$ cat config.mk
export PLATFORM = sky130hd
export DESIGN_NAME = display_scan
export DESIGN_NICKNAME = d
export VERILOG_FILES = /design/src/rtl/display_scan.sv
export SDC_FILE = /design/constraint.sdc
export NUM_CORES = 1
export LEC_CHECK = 0
export ABC_AREA = 1
export CAP_MARGIN = 5
export CORE_AREA = 2 2 118 120
export CTS_CLUSTER_SIZE = 12
export DETAILED_ROUTE_END_ITERATION = 7
export DIE_AREA = 0 0 120 122
export GPL_TIMING_DRIVEN = 0
export HOLD_SLACK_MARGIN = 0.03
export SETUP_SLACK_MARGIN = 0.02
export SLEW_MARGIN = 20
export SYNTH_ARGS = -nofsm -noshare
export SYNTH_HDL_FRONTEND = slang
export SYNTH_SLANG_ARGS = --single-unit
$ cat constraint.sdc
create_clock -name clk -period 2.2 [get_ports clk]
set_input_delay 0.44 -clock clk [delete_from_list [all_inputs] [get_ports clk]]
set_output_delay 0.44 -clock clk [all_outputs]
set_load 0.02 [all_outputs]
$ cat src/rtl/display_scan.sv
`default_nettype none
// ============================================================================
//  Module   : display_scan
//  Purpose  : Time-multiplexed scan controller for an N-digit common-anode
//             seven-segment display. Holds a shadow copy of the digit words,
//             applies optional leading-zero blanking and drives active-low
//             anode enables with a dead-time at the start of every slot.
//  Revision : 1.0  initial release
// ============================================================================
module display_scan #(
  parameter int NDIGITS  = 8,
  parameter int CLKFREQ  = 100_000_000,
  parameter int SCANFREQ = 1000,
  parameter int DEAD     = 4
) (
  input  logic                       clk,
  input  logic                       rst_n,
  input  logic                       load,
  input  logic [7*NDIGITS-1:0]       d_in,
  input  logic                       lz_en,
  output logic [6:0]                 data,
  output logic [NDIGITS-1:0]         an_n,
  output logic [$clog2(NDIGITS)-1:0] digit
);

  localparam int DIV = CLKFREQ / SCANFREQ;
  localparam int CW  = $clog2(DIV);
  localparam int IW  = $clog2(NDIGITS);

  localparam logic [CW-1:0] C_CNT_MAX  = CW'(DIV - 1);
  localparam logic [IW-1:0] C_LAST_IDX = IW'(NDIGITS - 1);
  localparam logic [6:0]    C_BLANK    = 7'h40;

  logic [CW-1:0]      r_cnt;
  logic [IW-1:0]      r_idx;
  logic [6:0]         r_shadow [NDIGITS];
  logic [NDIGITS-1:0] r_mask;

  logic [6:0]         w_din [NDIGITS];
  logic [NDIGITS-1:0] w_lzb;
  logic               w_run;
  logic               w_dead;
  logic [6:0]         w_eff;

  // Split the flat input bus into per-digit words
  genvar gk;
  generate
    for (gk = 0; gk < NDIGITS; gk++) begin : g_unpack
      assign w_din[gk] = d_in[7*gk +: 7];
    end
  endgenerate

  // Dead-time window: the first DEAD clocks of each slot keep all anodes off
  generate
    if (DEAD == 0) begin : g_no_dead
      assign w_dead = 1'b0;
    end else begin : g_dead
      assign w_dead = (r_cnt < CW'(DEAD));
    end
  endgenerate

  // Leading-zero mask: walk down from the top digit while words are zero or blank
  always_comb begin
    w_run = 1'b1;
    w_lzb = '0;
    for (int k = NDIGITS - 1; k >= 1; k--) begin
      w_run    = w_run & ((w_din[k] == 7'h00) | w_din[k][6]);
      w_lzb[k] = w_run;
    end
  end

  // Word presented for the digit currently being scanned
  assign w_eff = r_mask[r_idx] ? C_BLANK : r_shadow[r_idx];

  // Slot prescaler and digit index
  always_ff @(posedge clk) begin
    if (!rst_n) begin
      r_cnt <= '0;
      r_idx <= '0;
    end else if (r_cnt == C_CNT_MAX) begin
      r_cnt <= '0;
      r_idx <= (r_idx == C_LAST_IDX) ? '0 : r_idx + 1'b1;
    end else begin
      r_cnt <= r_cnt + 1'b1;
    end
  end

  // Shadow words and blank mask, captured on the load strobe
  always_ff @(posedge clk) begin
    if (!rst_n) begin
      for (int k = 0; k < NDIGITS; k++) begin
        r_shadow[k] <= C_BLANK;
      end
      r_mask <= '0;
    end else if (load) begin
      for (int k = 0; k < NDIGITS; k++) begin
        r_shadow[k] <= w_din[k];
      end
      r_mask <= lz_en ? w_lzb : '0;
    end
  end

  // Registered outputs, lagging the prescaler state by one clock
  always_ff @(posedge clk) begin
    if (!rst_n) begin
      data  <= C_BLANK;
      an_n  <= '1;
      digit <= '0;
    end else begin
      data  <= w_eff;
      digit <= r_idx;
      an_n  <= w_dead ? '1 : ~({{(NDIGITS-1){1'b0}}, 1'b1} << r_idx);
    end
  end

endmodule
`default_nettype wire

# Word-level counts from Yosys, hierarchy flattened
# Memory sizes are Yosys's and may differ from the RTL's. A register that Yosys moved wholly into a read port is not among the register bits.
# Cells that the tools add are included.
[word_totals]
elab_cells = 62
mem_count = 1
in_bits = 60
out_inout_bits = 18
ff_bits = 39
ram_bits = 56
[op_classes]
shift = 1
add_sub_neg = 2
magnitude_cmp = 2
n_eq_ne = 2
reduce_logical = 10
muxes = 16
bitwise = 23
[mem_list]
columns = ["memory", "words", "width", "read_ports", "rd_clocked_by_memory_dff", "wr", "line_no", "rtl"]
rows = [
  ["r_shadow", 8, 7, 1, 1, 8, "36", "logic [6:0] r_shadow [NDIGITS];"],
]
[ops]
columns = ["operator", "n"]
rows = [
  ["$mux W7", 8],
  ["$logic_not A7 Y1", 7],
  ["$add A17 B1 Y17 const B", 1],
  ["$eq A17 B17 Y1 const B", 1],
  ["$lt A17 B3 Y1 const B", 1],
  ["$or A1 B1 Y1", 15],
  ["$mux W8", 1],
  ["$not A8 Y8", 1],
  ["$shl A1 B3 Y8 const A", 1],
  ["$and A1 B1 Y1", 6],
  ["$reduce_or A2 Y1", 3],
  ["$mux W1", 5],
  ["$lt A3 B4 Y1 const B", 1],
  ["$add A3 B1 Y3 const B", 1],
  ["$bmux W1 S3", 1],
  ["$eq A3 B3 Y1 const B", 1],
  ["$mux W3", 1],
  ["$not A1 Y1", 1],
]

# Depth between registers and ports, before layout
# Gate-level depths: netlist of run 1.
[logic_depth]
ltp_word = 9
mapped_depth = 8
mapped_depth_nobuf = 7

# Least setup slack after synthesis of run 1
# No wires, ideal clock.
[synth_timing]
path_type = "input to register"
from = "in rst_n"
to = "mem r_shadow[0][0] (enable)"
stages = 4
required_time_ps = 1788
arrival_ps = 1887
n_path_buf = 1
path_slack_ps = -99
cell_sequence = "buf_2 inv_1 nor2_1 inv_1"
[synth_lines]
columns = ["item", "line_no", "rtl"]
rows = [
  ["start: declaration", "17", "input logic rst_n,"],
  ["end: declaration", "36", ""],
]

==> summary.txt, run 1 <==
STATUS
----------------------------------------------------------------------------------
Outcome                                                               complete, no violations

ROUTING
----------------------------------------------------------------------------------
Average wire per cell in the routed design                                 13.4 um
Vias/cell                                                                     4.53
Pre-antenna DRT Iters                                                            4
DRC violations left                                                              0
Vias after detailed routing                                                   3706
DRT iter0 DRCs                                                                 234
Routed WL                                                                  10.9 mm
Remaining number of nets flagged by the antenna check after routing              0

WORST SETUP PATH
----------------------------------------------------------------------------------
Slowest stage cell on the critical path                               sky130_fd_sc_hd__clkinvlp_4
Beginning of the critical path                                                load
Register-to-Register Setup Slack                                           0.41 ns
Delay-heaviest family, CP                                             buffers and inverters
Worst path arrival time                                                    1.93 ns
Cells along the critical path                                         clkdlybuf4s50_1 -> nor2_2 -> clkinvlp_4
Endpoint of the most critical register-to-register path               data[1]$_SDFF_PP0_
Critical path fanouts, max                                                      29
Startpoint type of the worst setup path                                 input port
Worst R2R Path Depth                                                             6
CP required                                                                2.10 ns
Critical R2R Launch                                                   r_idx[1]$_SDFFE_PN0P_
Count of buffer and inverter cells on the critical path                          2
Crit Path Category                                                    input port to register
Crit end category                                                         register
CP peak stage delay                                                        0.65 ns

STA
----------------------------------------------------------------------------------
Shortest period the worst path allows                                      2.03 ns
Setup-failing EPs final                                                          0
Unrepaired setup endpoints after global routing                                yes
Count of endpoints failing hold in the final timing report                       0
Total Neg Setup Slack                                                         0 ns
Min setup slack post-route                                                0.170 ns
Max-slew violation count                                                         0
Period Utilization, post-route                                               92.3%
Relative max-transition margin                                               58.0%
Clock skew after layout                                                 0.00900 ns
Maximum achievable frequency                                             0.493 GHz
Actual transition at the worst max-transition pin                         0.628 ns

FLOORPLAN
----------------------------------------------------------------------------------
Die Outline Area                                                       0.0146 mm^2
Width of the chip                                                           120 um
Die Ht                                                                      122 um
Starting density of the core                                                 34.2%
I/O pin count                                                                   78
Core footprint                                                         0.0135 mm^2
Standard-cell rows                                                              43

MIN PATH
----------------------------------------------------------------------------------
Type of the most critical hold path                                   input port to register
HP Start                                                                     rst_n
Hold Path Depth                                                                  3
Worst min-delay path endpoint                                         r_idx[2]$_SDFFE_PN0P_

CLOCKING
----------------------------------------------------------------------------------
Clock insertion delay at the later pin of the skew report                  0.35 ns
Num Clock Sinks                                                                101
Inserted Clock Buffers                                                           9
H-tree Lvls                                                                      3
Clock tree from TritonCTS                                                     done
CTS root buf                                                          sky130_fd_sc_hd__clkbuf_16
Post-CTS Hold Buffers                                                            0
Maximum root-to-sink buffer count                                                2
Setup Fix Bufs, Post-CTS                                                         0
Clk pin slew, worst setup/hold paths                                       0.07 ns

GRT
----------------------------------------------------------------------------------
Via count of the first global-routing pass                                    3692
Global route total overflow                                                      0
Antenna violations before repair                                                 0
Largest net degree at the start of global routing                               30
First-pass GRT wire length                                                 17.6 mm
Aggregate global-route resource usage                                        15.7%

SYNTHESIS
----------------------------------------------------------------------------------
Gate Count Post-Synth                                                          545
Count of yosys warnings during synthesis                                         0
Asr flop ratio synth                                                            0%
Part of the Yosys area used for sequential elements                          55.9%
Post-synthesis net count                                                       612
Syn avg cell area                                                        8.47 um^2
Distinct cell type count of the synthesized netlist                             32
Number of enable-type register cells in the synthesized netlist                 56
Most instantiated flip-flop cell in the synthesis netlist             sky130_fd_sc_hd__edfxtp_1
Area of the mapped netlist                                            0.00462 mm^2
Total of flip-flops plus latches after synthesis                               101

FLOW RUN
----------------------------------------------------------------------------------
Total of max-cap violations                                                      0

PLACEMENT
----------------------------------------------------------------------------------
Port bufs                                                                       76
Post-detailed-placement half-perimeter wirelength                          8.48 mm
Setup WS pre-CTS                                                         -0.649 ns
Final weighted congestion in routability-driven placement                    0.881

FINISH
----------------------------------------------------------------------------------
Most frequent cells in the layout                                     115 x sky130_fd_sc_hd__nor2_1, 86 x sky130_fd_sc_hd__nand2_1, 85 x sky130_fd_sc_hd__inv_1
Most common cell after layout, fill and taps aside                    sky130_fd_sc_hd__nor2_1
P&R area growth vs syn                                                       28.0%
Fraction of layout cells with a size suffix above 1                          6.90%
Final Net Count                                                                700
Antenna cells                                                                    0

POWER AND IR DROP
----------------------------------------------------------------------------------
Power per standard cell area                                           682 mW/mm^2
Peak VDD IR                                                                 351 uV
Static power due to leakage                                                2.54 nW

==> worst register-to-register path, cell delays in order, from the launching register on <==
cell	delay, ns
sky130_fd_sc_hd__dfxtp_1	0.37
sky130_fd_sc_hd__buf_4	0.18
sky130_fd_sc_hd__buf_1	0.39
sky130_fd_sc_hd__o21ai_0	0.21
sky130_fd_sc_hd__o22ai_1	0.24
sky130_fd_sc_hd__nand2_1	0.08
sky130_fd_sc_hd__a21oi_1	0.22
==> stage by stage <==
step / instance area [um^2] / utilization [%] / cells / power [mW] / hold slack (ns)
2_1_floorplan: 4620 / - / 545 / 2.31 / 0.421
3_3_place_gp: 5610 / 41.5 / 801 / 2.50 / 0.440
3_5_place_dp: 5610 / 41.5 / 801 / 2.51 / 0.442
4_1_cts: 5910 / 43.8 / 818 / 4.07 / 0.409
5_1_grt: 5910 / 43.8 / 818 / 4.18 / 0.443
6_report: 5910 / 43.8 / 818 / 4.03 / 0.420
==> final cells by class <==
| cell class | instances | area [um^2] |
|---|---|---|
| fillers | 1327 | 7590 |
| flip-flops and latches | 101 | 2580 |
| multi-input cells | 338 | 1610 |
| repair buffers | 76 | 761 |
| inverters | 87 | 330 |
| clock buffers | 12 | 269 |
| well taps | 180 | 225 |
| plain buffers | 19 | 103 |
| clock inverters | 4 | 26.3 |
| repair inverters | 1 | 7.51 |
==> power breakdown <==
part / internal [mW] / switching, mW / total (mW)
registers: 2.10 / 0.0401 / 2.14
logic: 0.158 / 0.166 / 0.324
clock network: 0.875 / 0.691 / 1.57
total: 3.13 / 0.897 / 4.03
==> logic make-up after synthesis <==
family / after synthesis / share of synthesized area (%)
AOI/OAI and AO/OA: 71 / 8.16
xor gates and xnor gates: 7 / 1.33
adders and majority gates: 7 / 1.90
buffers and inverters: 106 / 9.29
DFF: 101 / 55.9
and+or+nand+nor: 253 / 23.4
==> synthesized netlist by cell type (all sizes together), types with 5 or more instances <==
master / number / share of area [%]
a21oi: 15 / 1.6
buf: 17 / 2.1
o21ai: 41 / 4.4
dfxtp: 45 / 20
inv: 86 / 7.0
nand4: 7 / 0.95
nor2: 118 / 9.8
o22ai: 13 / 1.8
nand2: 89 / 7.5
edfxtp: 56 / 36
xor2: 5 / 0.95
ha: 7 / 1.9
nor3: 6 / 0.89
nand3: 28 / 3.3
==> worst max path at each step <==
stage,end,slack [ns],cells after the start
4_1_cts,r_shadow[0][5]$_SDFFCE_PN0P_,0.17,3
2_1_floorplan,r_shadow[0][0]$_SDFFCE_PN0P_,0.04,4
3_3_place_gp,r_shadow[6][0]$_SDFFCE_PN0P_,-0.59,3
5_1_grt,r_shadow[0][5]$_SDFFCE_PN0P_,0.01,3
6_report,r_shadow[2][3]$_SDFFCE_PN0P_,0.17,3
3_5_place_dp,r_shadow[0][5]$_SDFFCE_PN0P_,-0.65,3
==> flip-flops by register name, indices dropped and copies added (netlist names) <==
register  count
r_idx         3
r_mask        7
data          7
an_n          8
r_cnt        17
digit         3
r_shadow     56
==> what timing repair did <==
item	in CTS	in global routing
gates resized for setup	1	0
pin swaps	0	0
endpoints found under the hold margin	0	0
endpoints found under the setup margin	58	21
gates cloned	1	0
==> routing by layer <==
| layer | GRT usage (%) | vias up | routed length (um) |
|---|---|---|---|
| met5 | 0 | - | 0 |
| met3 | 3.00 | 19 | 489 |
| met1 | 20.0 | 1676 | 4920 |
| met4 | 6.69 | 0 | 238 |
| met2 | 26.2 | 95 | 5280 |
| li1 | - | 1916 | - |
Power figures use the tool's default switching activity.
==> inputs of run 2 (changes only) <==
Settings changed: PLACE_DENSITY_LB_ADDON set to 0.05, SETUP_SLACK_MARGIN 0.02 to 0.4.
==> summary.txt, run 2 (same netlist as run 1, synthesis figures left out) <==
POWER AND IR DROP
----------------------------------------------------------------------------------
Power per standard cell area                                           684 mW/mm^2   +0.27%
Static power due to leakage                                                2.57 nW   +1.3%
Peak VDD IR                                                                 324 uV   -7.8%
Total design power                                                         4.09 mW   +1.4%

FINISH
----------------------------------------------------------------------------------
Design Area, Final                                                    0.00598 mm^2   +1.1%
Number of flip-flops in the largest register                                    56   unchanged
Multi-input combinational cell area                                   0.00161 mm^2   +0.31%
Top reg by flops                                                          r_shadow
Fraction of layout cells with a size suffix above 1                          7.66%   +0.76 points
Storage element area                                                  0.00258 mm^2   unchanged
P&R area growth vs syn                                                       29.4%
Most common cell after layout, fill and taps aside                    sky130_fd_sc_hd__nor2_1
Antenna cells                                                                    0   unchanged
Final Net Count                                                                702   +0.29%
Biggest registers after layout                                        r_shadow (56), r_cnt (17), an_n (8)
Final standard cell count with taps included and fillers excluded              820   +0.24%
Final-layout fill cell count                                                  1360   +2.5%
Most frequent cells in the layout                                     115 x sky130_fd_sc_hd__nor2_1, 86 x sky130_fd_sc_hd__nand2_1, 84 x sky130_fd_sc_hd__inv_1

PLACEMENT
----------------------------------------------------------------------------------
Post-detailed-placement half-perimeter wirelength                          8.44 mm   -0.48%
Placed instance count                                                          802   +0.12%
Final weighted congestion in routability-driven placement                    0.808   -8.3%
Placed instance area                                                  0.00565 mm^2   +0.67%
Port bufs                                                                       76   unchanged
Setup WS pre-CTS                                                         -0.241 ns   +0.409 ns

WORST SETUP PATH
----------------------------------------------------------------------------------
Worst path arrival time                                                    1.31 ns   -0.62 ns
CP peak stage delay                                                        0.62 ns   -0.03 ns
Critical R2R Launch                                                   r_idx[1]$_SDFFE_PN0P_
Critical path fanouts, max                                                       1   -97%
Worst R2R Path Depth                                                             7   +1
Register-to-Register Setup Slack                                           0.58 ns   +0.17 ns
Cells along the critical path                                         clkdlybuf4s50_1
Delay-heaviest family, CP                                             buffers and inverters
Endpoint of the most critical register-to-register path               data[5]$_SDFF_PP0_
Startpoint type of the worst setup path                                   register
Slowest stage cell on the critical path                               sky130_fd_sc_hd__clkdlybuf4s50_1
Crit end category                                                     primary output
Count of buffer and inverter cells on the critical path                          1   -1
Crit Path Category                                                    register to primary output
CP required                                                                1.76 ns   -0.34 ns

ROUTING
----------------------------------------------------------------------------------
Pre-antenna DRT Iters                                                            4   unchanged
Vias/cell                                                                     4.46   -1.5%
Vias after detailed routing                                                   3659   -1.3%
Remaining number of nets flagged by the antenna check after routing              0   unchanged
Routed WL                                                                  11.3 mm   +3.8%
Average wire per cell in the routed design                                 13.8 um   +3.6%
DRT iter0 DRCs                                                                 243   +3.8%
DRC violations left                                                              0   unchanged

GRT
----------------------------------------------------------------------------------
Global route total overflow                                                      0   unchanged
Antenna violations before repair                                                 0   unchanged
First-pass GRT wire length                                                 18.2 mm   +3.5%
Aggregate global-route resource usage                                        16.4%   +0.67 points
Via count of the first global-routing pass                                    3567   -3.4%
Largest net degree at the start of global routing                               30   unchanged

FLOORPLAN
----------------------------------------------------------------------------------
Width of the chip                                                           120 um   unchanged
Standard-cell rows                                                              43   unchanged
Starting density of the core                                                 34.2%   unchanged
Die Outline Area                                                       0.0146 mm^2   unchanged
I/O pin count                                                                   78   unchanged
Die Ht                                                                      122 um   unchanged
Core footprint                                                         0.0135 mm^2   unchanged

CLOCKING
----------------------------------------------------------------------------------
Maximum root-to-sink buffer count                                                2   unchanged
Clock insertion delay at the later pin of the skew report                  0.34 ns   about the same
Post-CTS Hold Buffers                                                            0   unchanged
CTS root buf                                                          sky130_fd_sc_hd__clkbuf_16
Clock tree from TritonCTS                                                     done
Inserted Clock Buffers                                                           9   unchanged
Num Clock Sinks                                                                101   unchanged
Clk pin slew, worst setup/hold paths                                       0.07 ns   about the same
H-tree Lvls                                                                      3   unchanged

STA
----------------------------------------------------------------------------------
Hold Slack                                                                0.351 ns   -0.0684 ns
Relative max-transition margin                                               67.5%   +9.4 points
Maximum achievable frequency                                             0.571 GHz   +16%
Min setup slack post-route                                                0.448 ns   +0.278 ns
Max-slew violation count                                                         0   unchanged
Setup-failing EPs final                                                          0   unchanged
Period Utilization, post-route                                               79.6%   -13 points
Shortest period the worst path allows                                      1.75 ns   -0.278 ns
Count of endpoints failing hold in the final timing report                       0   unchanged
Unrepaired setup endpoints after global routing                                 no
Clock skew after layout                                                 0.00803 ns   -0.000973 ns
Actual transition at the worst max-transition pin                         0.488 ns   -0.140 ns

MIN PATH
----------------------------------------------------------------------------------
Worst min-delay path endpoint                                         r_idx[2]$_SDFFE_PN0P_
HP Start                                                                     rst_n
Hold Path Depth                                                                  3   unchanged
Type of the most critical hold path                                   input port to register

FLOW RUN
----------------------------------------------------------------------------------
Total of max-cap violations                                                      0   unchanged

STATUS
----------------------------------------------------------------------------------
Outcome                                                               complete, no violations

==> run 2: report_power, final <==
part	internal, mW	switching [mW]
clock	0.911	0.697
combinational	0.168	0.170
sequential	2.10	0.0413
total	3.18	0.908
==> run 2: worst max-delay path by stage <==
stage / from / endpoint / slack, ns / cells after the start
after detailed placement: load / r_shadow[4][0]$_SDFFCE_PN0P_ / -0.24 / 4
after CTS: data[4]$_SDFF_PP0_ / data[4] / 0.43 / 1
final: data[4]$_SDFF_PP0_ / data[4] / 0.45 / 1
after global routing: data[4]$_SDFF_PP0_ / data[4] / 0.42 / 1
after floorplan: rst_n / r_shadow[0][0]$_SDFFCE_PN0P_ / 0.23 / 4
after global placement: load / r_shadow[0][6]$_SDFFCE_PN1P_ / -0.62 / 3
==> run 2: final cells by class <==
type	instances	area share [%]
Clock buffer	10	4.00
Timing Repair inverter	1	0.126
Clock inverter	6	1.00
Inverter	87	5.57
Multi-Input combinational cell	338	27.0
Timing Repair Buffer	78	13.4
Buffer	19	1.95
Sequential cell	101	43.2
Tap cell	180	3.77
==> run 2: per-stage QoR <==
step	util, %	TNS (ns)
2_1_floorplan	-	0
5_1_grt	44.3	0
4_1_cts	44.2	0
6_report	44.3	0
3_3_place_gp	41.7	-35.65
3_5_place_dp	41.8	-7.75
==> run 2: layer usage <==
metal | track usage [%] | up-vias | part of all wire, %
li1 | - | 1926 | -
met1 | 23.4 | 1651 | 49
met2 | 24.8 | 75 | 45
met3 | 3.46 | 7 | 4.7
met4 | 5.22 | 0 | 0.99
met5 | 0 | - | 0
==> run 2: timing repair <==
action | in CTS | in global routing
cloned | 1 | 0
endpoints found under the setup margin | 58 | 5
buffers inserted | 1 | 0
gates resized for setup | 1 | 5
